<file path="src/rtl/clk_div_prog.sv">
// clk_div_prog: runtime-programmable clock divider.
// - o_clk has a 50% duty cycle for both even and odd divisors.
// - o_tick is a one-clk strobe, issued once per output period.
// - A divisor requested with load takes effect only at a period boundary.
// - Divisor 1 passes clk straight through to o_clk.
// Optional debug outputs cnt_o / div_act_o are built when the macro
// CLKDIV_CNT_OUT_EN is defined; the divider behaves the same either way.
module clk_div_prog #(
    parameter int WIDTH       = 16,
    parameter int DEFAULT_DIV = 6
) (
    input  logic             clk,
    input  logic             rst_n,
    input  logic             en,
    input  logic             load,
    input  logic [WIDTH-1:0] div_val,
    output logic             o_clk,
    output logic             o_tick,
    output logic             busy
`ifdef CLKDIV_CNT_OUT_EN
    ,
    output logic [WIDTH-1:0] cnt_o,
    output logic [WIDTH-1:0] div_act_o
`endif
);

    localparam logic [WIDTH-1:0] ONE     = {{(WIDTH-1){1'b0}}, 1'b1};
    localparam logic [WIDTH-1:0] RST_DIV = (DEFAULT_DIV == 0) ? ONE : WIDTH'(DEFAULT_DIV);

    // Map a requested divisor of zero onto one.
    function automatic logic [WIDTH-1:0] clamp_div(input logic [WIDTH-1:0] d);
        return (d == {WIDTH{1'b0}}) ? ONE : d;
    endfunction

    logic [WIDTH-1:0] r_cnt;
    logic [WIDTH-1:0] r_div_act;
    logic [WIDTH-1:0] r_pend;
    logic             r_pend_valid;
    logic             r_clk_p;
    logic             r_clk_n;
    logic             r_tick;

    logic             w_last;
    logic             w_boundary;
    logic             w_bypass;
    logic [WIDTH-1:0] w_half;
    logic             w_clk_sel;

    // r_div_act is never zero, so subtracting one cannot underflow.
    assign w_last     = (r_cnt == (r_div_act - ONE));
    assign w_boundary = (~en) | w_last;
    assign w_bypass   = (r_div_act == ONE);
    assign w_half     = r_div_act >> 1;

    // Period counter, high-phase register and tick strobe; all clear while paused.
    always_ff @(posedge clk or negedge rst_n) begin
        if (!rst_n) begin
            r_cnt   <= {WIDTH{1'b0}};
            r_clk_p <= 1'b0;
            r_tick  <= 1'b0;
        end else if (en) begin
            r_cnt   <= w_last ? {WIDTH{1'b0}} : (r_cnt + ONE);
            r_clk_p <= (r_cnt < w_half);
            r_tick  <= (r_cnt == {WIDTH{1'b0}});
        end else begin
            r_cnt   <= {WIDTH{1'b0}};
            r_clk_p <= 1'b0;
            r_tick  <= 1'b0;
        end
    end

    // Pending-divisor capture and application at a period boundary.
    // - When load and a boundary coincide, the old pending value is applied first.
    // - The newly captured value then stays pending for the next boundary.
    // - The counter is already zero after any boundary, so it needs no extra clear here.
    always_ff @(posedge clk or negedge rst_n) begin
        if (!rst_n) begin
            r_div_act    <= RST_DIV;
            r_pend       <= {WIDTH{1'b0}};
            r_pend_valid <= 1'b0;
        end else begin
            if (w_boundary && r_pend_valid) begin
                r_div_act    <= clamp_div(r_pend);
                r_pend_valid <= 1'b0;
            end
            if (load) begin
                r_pend       <= div_val;
                r_pend_valid <= 1'b1;
            end
        end
    end

    // Half-cycle delayed copy of the high phase, used to stretch odd divisors by half a clk.
    always_ff @(negedge clk or negedge rst_n) begin
        if (!rst_n) begin
            r_clk_n <= 1'b0;
        end else begin
            r_clk_n <= r_clk_p;
        end
    end

    // Output clock select: straight-through, odd stretch, or plain even phase.
    always_comb begin
        w_clk_sel = 1'b0;
        if (w_bypass) begin
            w_clk_sel = clk;
        end else if (r_div_act[0]) begin
            w_clk_sel = r_clk_p | r_clk_n;
        end else begin
            w_clk_sel = r_clk_p;
        end
    end

    assign o_clk  = w_clk_sel;
    assign o_tick = w_bypass ? en : r_tick;
    assign busy   = r_pend_valid;

`ifdef CLKDIV_CNT_OUT_EN
    assign cnt_o     = r_cnt;
    assign div_act_o = r_div_act;
`endif

endmodule

</file>
<file path="config.mk">
export PLATFORM = sky130hd
export DESIGN_NAME = clk_div_prog
export DESIGN_NICKNAME = d
export VERILOG_FILES = /design/src/rtl/clk_div_prog.sv
export SDC_FILE = /design/constraint.sdc
export NUM_CORES = 1
export LEC_CHECK = 0
export ABC_AREA = 0
export BUFFER_PORTS_ARGS = -buffer_cell sky130_fd_sc_hd__buf_4
export CAP_MARGIN = 20
export CORE_MARGIN = 8
export CORE_UTILIZATION = 55
export CTS_CLUSTER_SIZE = 40
export DETAILED_ROUTE_END_ITERATION = 10
export PLACE_DENSITY = 0.85
export RECOVER_POWER = 100
export SYNTH_ARGS = -nofsm -noshare
export SYNTH_HDL_FRONTEND = slang
export SYNTH_SLANG_ARGS = --single-unit
</file>
<file path="constraint.sdc">
create_clock -name clk -period 8.1 [get_ports clk]
set_clock_uncertainty 0.15 [all_clocks]
set_input_delay 0.405 -clock clk [delete_from_list [all_inputs] [get_ports clk]]
set_output_delay 0.405 -clock clk [all_outputs]
set_load 0.02 [all_outputs]
</file>
==> flow_summary.ini <==
[status]
status = complete, no violations

[global_route]
grt_use_total_pct = 17.3
met3_usage_pct = 5.53
grt_busiest_layer = met2
grt_overflow = 0
met2_usage_pct = 26.8
grt_pass1_vias = 2552
grt_max_degree = 53
grt.met1_usage_pct = 21.8
grt_antenna_before_repair = 0
grt_pass1_wl_mm = 12.0

[sta]
max-slew-margin-rel_pct = 52.8
rsz0062_at_grt = false
setup_tns_ns = 0
hold_violations = 0
worst_slack_ns = 2.20
worstMarginPinSlew_ns = 0.708
finalSetupViolCount = 0
final_max_slew_viol_count = 0

[yosys]
ys_async_sr_fraction_pct = 100
netlist_area_um2 = 3270
syn-num-nets = 352
synth_top_area_cell = dfrtp_1
synthCells = 314
synthMuxAreaShare_pct = 12.4
synth_xor_area_share_pct = 6.97
synth_adder_area_share_pct = 6.89
synthTopCellsByArea = dfrtp_1, mux2_2, ha_1
ys.flop_type = dfrtp_1
synth.distinct_cells = 57
synth_edf_count = 0
ys_seq_area_share_pct = 39.9
yosysTopAreaCellShare_pct = 37.5
synth_top_family_by_area = simple AND/OR/NAND/NOR gates
yosys.area_share.simple_pct = 19.0
avgSynthCellArea_um2 = 10.4
synth_compound_area_share_pct = 9.95
yosys_warnings = 0
synth-seq-cells = 52

[placed_design]
dpl.hpwl_mm = 4.91
gp_congestion = 0.883
port_buffers = 22
pre_cts_slack_ns = 2.76

[detailed_routing]
drt_iter0_markers = 169
via_count = 2434
via_per_inst = 5.98
wire_per_inst_um = 16.6
ant_nets = 0
drt_wl_total_mm = 6.77
first_pass_iters = 4
drcViolationCount = 0

[setup_path]
worst_r2r_endpoint = r_clk_n$_DFF_NN0_
cp.arrival_ns = 5.34
worst_setup_path_start_kind = flip-flop
slowest_delay_ns = 0.39
rr_startpoint = r_clk_p$_DFF_PN0_
crit_type = reg -> out
path_cells = a21oi_1, o21ai_0, clkbuf_1
cp.required_ns = 7.55
path_max_fanout = 1
ff2ff_path_depth = 0
rrSetupSlack_ns = 3.38
crit_path_end_kind = output pin
slowest_stage = dfrtn_1

[finish]
nets = 369
synthToLayoutAreaGrowth_pct = 7.24
drive_above_1_share_pct = 17.8
nFillCells = 521
antennaDiodeCount = 0

[floorplan]
core_um2 = 5820
pin_count = 23
num_rows = 28
die_h_um = 93.1
dieArea_um2 = 8660
initial_utilization_pct = 56.2
dieWidth_um = 93.1

[worst_hold_path]
hp-start = div_val[12]
hold_path_depth = 2
worstHoldPathType = in -> reg
min_to = r_pend[12]$_DFFE_PN0P_

[clocking]
cts_tree = built
cts_resized = 0
clkSlewWorstSetupHoldPaths_ns = 0.09
insertion_delay_ns = 0.42
cts_setup_buffers = 0

[job]
maxCapViolations = 0

[power]
power_mw = 0.660
power.density_cell_area_nw_per_um2 = 188
p_leak_nw = 1.56
irDropWorstVdd_mv = 0.120
[cell families after synthesis]
kind of cell	after synthesis
AOI/OAI and AO/OA	44
xor gates and xnor gates	26
adders and majority gates	18
buffers and inverters	38
DFF	52
muxes	33
and+or+nand+nor	103
[cell usage in the layout (no fill, tap or decap), drive strengths merged, types with 2 or more instances in the layout]
cell	n
a21o	5
dfrtp	49
a31oi	3
ha	18
or4	3
and4	4
a21oi	8
o22ai	3
a211oi	3
nor4b	4
or3	3
o211ai	2
and3	4
nor3b	4
nand4	7
clkbuf	12
dfstp	2
buf	19
nor3	8
nand2	9
o21ai	8
a2bb2oi	2
nor2	22
nand2b	8
nand4b	2
or2	2
inv	22
nor4	10
xor2	17
nand3	7
xnor2	9
mux2	32
clkinv	2
[worst max-delay path by stage]
stage	start	endpoint	slack, ns	depth (start not counted)
final	r_clk_n$_DFF_NN0_	o_clk	2.20	3
after global routing	r_clk_n$_DFF_NN0_	o_clk	2.14	3
after CTS	r_clk_n$_DFF_NN0_	o_clk	2.27	3
after detailed placement	r_clk_n$_DFF_NN0_	o_clk	2.76	3
after global placement	r_clk_n$_DFF_NN0_	o_clk	2.77	3
after floorplan	r_clk_n$_DFF_NN0_	o_clk	2.58	2
[critical path, delay by kind of cell (launching register included)]
family          cells  cell delay (ns)
compound gates      2             0.23
flops               1             0.39
buf+inv             1             0.26
[sequential cells by signal, summed over array words and instances (netlist names)]
name       count
r_cnt         16
r_div_act     16
r_pend        16
busy           1
r_clk_n        1
r_clk_p        1
r_tick         1
[power breakdown]
| group | internal [mW] | total [mW] | switching, mW |
|---|---|---|---|
| sequential | 0.287 | 0.331 | 0.0443 |
| clock | 0.0938 | 0.189 | 0.0957 |
| combinational | 0.0689 | 0.139 | 0.0702 |
[metrics by stage]
stage	hold slack, ns	cells	util [%]	area [um^2]
2_1_floorplan	-0.0406	314	-	3270
3_3_place_gp	0.312	394	59.2	3440
3_5_place_dp	0.319	394	59.2	3440
4_1_cts	0.0568	406	61.7	3590
5_1_grt	0.0553	407	60.3	3500
6_report	0.0662	407	60.3	3500
[cell usage after synthesis, types with 2 or more instances]
library cell and count:
dfrtp_1 49, mux2_2 23, nor4_1 10, xnor2_1 9
buf_2 3, nor2_1 22, and3_1 4, clkbuf_1 10
o21ai_0 8, a31oi_1 3, buf_6 2, buf_1 2
or2_2 2, o211ai_1 2, nand4_1 7, mux2_4 9
and4_1 4, o22ai_1 3, nor3_2 2, nand2b_1 8
or4_1 3, ha_1 18, a21oi_1 8, dfstp_2 2
nand3_1 7, xor2_1 17, a21o_1 5, a211oi_1 3
nor3b_1 4, or3_1 3, inv_1 21, nor4b_1 3
nand4b_1 2, nor3_1 6, nand2_1 8
[final cells by class]
cell class                 count  area (um^2)  share of cell area, %
multi-input combinational    224         1730                   49.3
sequential                    52         1300                   37.2
timing repair buffer          23          164                   4.68
clock buffer                   9          114                   3.25
tap                           75         93.8                   2.68
inverter                      21         78.8                   2.25
clock inverter                 3         22.5                  0.643
[routing by layer]
metal | share of wire (%) | vias to the layer above
li1 | - | 1172
met1 | 47 | 1179
met2 | 46 | 64
met3 | 5.4 | 19
met4 | 2.1 | 0
met5 | 0 | -
[repair_timing]
item / CTS / global route
setup endpoints to repair: 0 / 0
hold buffers: 1 / 0
hold endpoints to repair: 49 / 0
(Power assumes the default switching activity.)
